<file path="config.mk">
export PLATFORM = sky130hd
export DESIGN_NAME = lvds_decoder
export DESIGN_NICKNAME = d
export VERILOG_FILES = /design/src/rtl/lvds_pkg.sv /design/src/rtl/lvds_gearbox_15to30.sv /design/src/rtl/lvds_decoder.sv
export SDC_FILE = /design/constraint.sdc
export NUM_CORES = 1
export LEC_CHECK = 0
export ABC_AREA = 1
export BUFFER_PORTS_ARGS = -buffer_cell sky130_fd_sc_hd__buf_2
export CAP_MARGIN = 20
export CORE_AREA = 2 2 97 99
export CTS_CLUSTER_DIAMETER = 40
export DETAILED_ROUTE_END_ITERATION = 6
export DIE_AREA = 0 0 99 101
export PLACE_DENSITY_LB_ADDON = 0.1
export RECOVER_POWER = 50
export SETUP_SLACK_MARGIN = 0.05
export SLEW_MARGIN = 20
export SYNTH_ARGS = -nofsm -noshare
export SYNTH_HDL_FRONTEND = slang
export SYNTH_SLANG_ARGS = --single-unit
</file>
<file path="constraint.sdc">
create_clock -name pclkx2 -period 2.8 [get_ports pclkx2]
set_input_delay 0.42 -clock pclkx2 [delete_from_list [all_inputs] [get_ports pclkx2]]
set_output_delay 0.42 -clock pclkx2 [all_outputs]
set_load 0.02 [all_outputs]
</file>
<file path="src/rtl/lvds_pkg.sv">
// Shared constants and types for the LVDS pixel link (encoder and decoder).
package lvds_pkg;

    localparam logic [4:0] CLK_HI = 5'b11111;
    localparam logic [4:0] CLK_LO = 5'b00000;

    localparam int RED = 2;
    localparam int GRN = 1;
    localparam int BLU = 0;

    typedef enum logic [1:0] {
        CHECK,
        SLIP,
        WAIT,
        LOCKED
    } state_t;

    typedef enum logic [1:0] {
        CLS_NONE,
        CLS_HI,
        CLS_LO
    } cls_t;

endpackage

</file>
<file path="src/rtl/lvds_gearbox_15to30.sv">
// Pairs an upper (HI) and lower (LO) 15-bit half-word into one 30-bit pixel.
module lvds_gearbox_15to30
    import lvds_pkg::*;
(
    input  logic            pclkx2,
    input  logic            serdes_rst,
    input  logic            strobe,
    input  logic            hi,
    input  logic            good,
    input  logic [2:0][4:0] lanes,
    output logic [29:0]     d,
    output logic            d_valid
);

    logic [2:0][4:0] upper;
    logic            hi_ok;

    // hi_ok remembers whether the previous strobed word was a good HI
    always_ff @(posedge pclkx2 or posedge serdes_rst) begin
        if (serdes_rst) begin
            upper   <= '0;
            hi_ok   <= 1'b0;
            d       <= '0;
            d_valid <= 1'b0;
        end else begin
            d_valid <= 1'b0;
            if (strobe) begin
                hi_ok <= hi && good;
                if (hi) begin
                    upper <= lanes;
                end else if (good && hi_ok) begin
                    d <= {upper[RED], lanes[RED],
                          upper[GRN], lanes[GRN],
                          upper[BLU], lanes[BLU]};
                    d_valid <= 1'b1;
                end
            end
        end
    end

endmodule

</file>
<file path="src/rtl/lvds_decoder.sv">
// LVDS receive decoder: clock-lane word alignment via bitslip, then pixel assembly.
module lvds_decoder
    import lvds_pkg::*;
#(
    parameter int SETTLE     = 4,
    parameter int LOCK_COUNT = 16,
    parameter int ERR_LIMIT  = 4
) (
    input  logic        pclkx2,
    input  logic        serdes_rst,
    input  logic [4:0]  rx_c,
    input  logic [4:0]  rx_0,
    input  logic [4:0]  rx_1,
    input  logic [4:0]  rx_2,
    output logic        bitslip,
    output logic        locked,
    output logic [29:0] d,
    output logic        d_valid,
    output logic [7:0]  loss_cnt
);

    localparam logic [7:0] LOCK_N   = 8'(LOCK_COUNT);
    localparam logic [3:0] ERR_N    = 4'(ERR_LIMIT);
    localparam logic [3:0] SETTLE_L = 4'(SETTLE - 1);

    state_t     state, state_n;
    cls_t       cls, prev_cls, prev_n;
    logic [7:0] good_cnt, good_n;
    logic [3:0] err_run, err_n;
    logic [3:0] wait_cnt, wait_n;
    logic [2:0] slip_idx, slip_n;
    logic [7:0] loss_n;
    logic       good;

    assign cls = (rx_c == CLK_HI) ? CLS_HI :
                 (rx_c == CLK_LO) ? CLS_LO : CLS_NONE;
    // prev_cls is CLS_NONE after a bad word or on entry to CHECK
    assign good = (cls != CLS_NONE) && (cls != prev_cls);

    always_ff @(posedge pclkx2 or posedge serdes_rst) begin
        if (serdes_rst) begin
            state    <= CHECK;
            prev_cls <= CLS_NONE;
            good_cnt <= '0;
            err_run  <= '0;
            wait_cnt <= '0;
            slip_idx <= '0;
            loss_cnt <= '0;
        end else begin
            state    <= state_n;
            prev_cls <= prev_n;
            good_cnt <= good_n;
            err_run  <= err_n;
            wait_cnt <= wait_n;
            slip_idx <= slip_n;
            loss_cnt <= loss_n;
        end
    end

    always_comb begin
        state_n = state;
        prev_n  = prev_cls;
        good_n  = good_cnt;
        err_n   = err_run;
        wait_n  = wait_cnt;
        slip_n  = slip_idx;
        loss_n  = loss_cnt;
        unique case (state)
            CHECK: begin
                prev_n = cls;
                if (good) begin
                    good_n = good_cnt + 8'd1;
                    if (good_n == LOCK_N) begin
                        state_n = LOCKED;
                        err_n   = '0;
                    end
                end else begin
                    good_n  = '0;
                    prev_n  = CLS_NONE;
                    state_n = SLIP;
                end
            end
            SLIP: begin
                slip_n  = (slip_idx == 3'd4) ? 3'd0 : slip_idx + 3'd1;
                wait_n  = '0;
                state_n = WAIT;
            end
            WAIT: begin
                if (wait_cnt == SETTLE_L) begin
                    state_n = CHECK;
                    good_n  = '0;
                end else begin
                    wait_n = wait_cnt + 4'd1;
                end
            end
            LOCKED: begin
                prev_n = cls;
                if (good) begin
                    err_n = '0;
                end else begin
                    err_n = err_run + 4'd1;
                    if (err_n == ERR_N) begin
                        state_n = SLIP;
                        prev_n  = CLS_NONE;
                        if (loss_cnt != 8'hFF)
                            loss_n = loss_cnt + 8'd1;
                    end
                end
            end
        endcase
    end

    assign bitslip = (state == SLIP);
    assign locked  = (state == LOCKED);

    logic [2:0][4:0] lanes;
    assign lanes[RED] = rx_2;
    assign lanes[GRN] = rx_1;
    assign lanes[BLU] = rx_0;

    lvds_gearbox_15to30 u_gearbox (
        .pclkx2     (pclkx2),
        .serdes_rst (serdes_rst),
        .strobe     (state == LOCKED),
        .hi         (cls == CLS_HI),
        .good       (good),
        .lanes      (lanes),
        .d          (d),
        .d_valid    (d_valid)
    );

endmodule

</file>
==> results.py <==
metrics = {
    "timing": {
        "fin_tns_setup_ns": 0,
        "finalHoldViolCount": 0,
        "finClkSkew_ns": 0.00835,
        "min_period_ns": 1.80,
        "worstMarginPinSlew_ns": 0.970,
        "hold_slack_ns": 0.243,
        "setup_viol": 0,
        "slew_viol_final": 0,
        "rsz0062_at_grt": "false",
        "max_slew_margin": 0.353,
        "timing.final.crit_share": 0.642,
        "layout_setup_ws_ns": 1.00,
        "timing.fmax_ghz": 0.556,
    },
    "worst_setup_path": {
        "worst_path_largest_cell_delay_ns": 0.40,
        "cp_slowest_cell": "dfrtp_1",
        "cp-end-kind": "primary output",
        "crit_fanout": 10,
        "worst_setup_path_start_kind": "flop",
        "crit_family": "flip-flops",
        "cp.required_ns": 2.38,
        "cp_cell_sequence": "ha_1 > buf_2",
        "crit_type": "reg2out",
        "reg2reg_from": "loss_cnt[0]$_DFFE_PP0P_",
        "cp.arrival_ns": 1.38,
        "startpoint": "state[0]$_DFFE_PP0P_",
        "crit_buf_inv": 1,
    },
    "drt": {
        "dr.pass1.iters": 5,
        "vias_per_cell": 4.65,
        "drt-total-wl_um": 7130,
        "drc": 0,
        "drtAntennaViolNets": 0,
        "dr.first_iter.drc_count": 99,
        "via_count": 2723,
        "detail_route.wl_per_cell_um": 12.2,
    },
    "global_route": {
        "gr-total-overflow": 0,
        "grt_usage": 0.149,
        "grt_pass1_wl_um": 11900,
        "grt_pass1_vias": 2528,
        "grt_max_degree": 40,
        "antenna_found_initial": 0,
    },
    "cells_and_area": {
        "final_core_util": 0.458,
        "layout.nets": 502,
        "syn_to_final_growth_pct": 17.0,
        "fin_cells": 586,
        "drive_gt1_frac": 0.183,
        "final_area_um2": 4110,
        "antenna-diode-count": 0,
    },
    "cts": {
        "clk_path_buf_depth": 2,
        "clk_latency_ns": 0.35,
        "cts_root_buf": "clkbuf_8",
        "ctsHoldBuffers": 0,
        "cts_resized": 0,
        "cts.clk_slew.worst_paths_ns": 0.08,
        "clkSinkCount": 75,
        "htree_levels": 3,
        "postCtsSetupBuffers": 0,
        "cts_tree": "done",
        "cts_inserted_buffers": 9,
    },
    "placement": {
        "dp_hpwl_um": 4930,
        "dp_slack_ns": 0.950,
        "place_congestion": 0.795,
        "portBuffers": 62,
        "dp.cells": 570,
        "post_dp_cell_area_um2": 3940,
    },
    "logic_synthesis": {
        "ys_ff_latch": 75,
        "netlist_instances": 402,
        "syn_avg_cell_area_um2": 8.74,
        "ys_types": 31,
        "syn_nets": 434,
        "syn_area_um2": 3510,
        "yosysSeqAreaShare": 0.534,
        "yosysWarnings": 0,
    },
    "floorplanning": {
        "die_w_um": 99,
        "fp.dieH_um": 101,
        "start_util": 0.391,
        "rows": 35,
        "die_area_um2": 10000,
        "coreArea_um2": 8980,
        "ioPinCount": 63,
    },
    "power": {
        "ir_worst_vdd_v": 0.000335,
        "p_per_area_nw_per_um2": 672,
        "p_total_mw": 2.76,
        "power.leakage_nw": 2.16,
    },
    "run": {
        "cap_violations": 0,
    },
    "hold_path": {
        "hp-class": "in2async",
    },
    "outcome": {
        "status": "finished, final reports clean",
    },
}
flip-flops by register name (all words and copies together) (netlist names), 2 cells and up:
name and count:
wait_cnt 4, prev_cls 2, err_run 4, loss_cnt 8, u_gearbox.d 30, good_cnt 8
state 2, u_gearbox.upper 15
synthesized netlist by cell type (all sizes together):
cell type	count	area, um^2
nand2	144	546
dfrtp	75	1880
inv	46	173
o21ai	35	198
nand3	21	123
nor2	17	66.3
ha	10	125
buf	9	71.3
nand4	9	62.6
mux2	6	67.6
xor2	6	52.6
a21oi	5	25.0
o22ai	5	31.3
xnor2	5	43.8
clkbuf	2	7.51
nor4	2	12.5
and2	1	6.26
clkinv	1	3.75
nor3	1	10.0
o211ai	1	7.51
or2	1	6.26
final timing paths:
kind,end,slack (ns),cells after the start
max in group asynchronous,loss_cnt[1]$_DFFE_PP0P_,1.10,3
worst min register to register,u_gearbox.d[27]$_DFFE_PP0P_,0.47,2
worst min-delay path,u_gearbox.d[21]$_DFFE_PP0P_,0.24,2
worst max register to register,loss_cnt[1]$_DFFE_PP0P_,1.04,7
min in group pclkx2,u_gearbox.d[24]$_DFFE_PP0P_,0.28,3
worst max-delay path,locked,1.00,2
cell families after synthesis:
group                    count (synthesis)  synth area share
AO/OA/AOI/OAI                           46            0.0744
XOR/XNOR                                11            0.0274
adder cells (fa/ha/maj)                 10            0.0356
buffers and inverters                   58            0.0726
flip-flops                              75             0.534
multiplexers                             6            0.0192
AND/OR/NAND/NOR                        196             0.237
layer usage:
metal	part of all wire	wire length, um	global-route usage	vias up
li1	-	-	-	1406
met4	0.019	135	0.0643	0
met5	0	0	0	-
met1	0.48	3450	0.197	1249
met3	0.048	341	0.0347	11
met2	0.45	3210	0.235	57
worst register-to-register path, cell delays in order (launching register included):
cell     delay, ns
dfrtp_1       0.41
ha_1          0.22
nand3_1       0.12
nor4_1        0.39
nor2_1        0.14
nand3_4       0.24
nand2_1       0.10
o21ai_2       0.06
power by group:
part / internal, mW / switching (mW) / total, mW
Combinational: 0.203 / 0.411 / 0.614
Sequential: 1.20 / 0.0814 / 1.28
Clock: 0.444 / 0.424 / 0.867
Total: 1.85 / 0.916 / 2.76
layout by cell type, fill, tap and decap left out, drive strengths merged, types with 5 or more instances in the layout:
cell type,n
buf,49
xnor2,5
clkbuf,29
nand3,21
inv,48
dfrtp,75
ha,10
o21ai,35
xor2,6
mux2,6
a21oi,5
o22ai,5
nand4,9
nand2,144
nor2,17
final cells by class:
cell class | count | area (um^2)
well taps | 111 | 139
fillers | 922 | 4870
inverters | 47 | 176
flip-flops and latches | 75 | 1880
clock inverters | 6 | 71.3
clock buffers | 10 | 138
multi-input cells | 269 | 1380
repair buffers | 68 | 328
(Power assumes the default switching activity.)
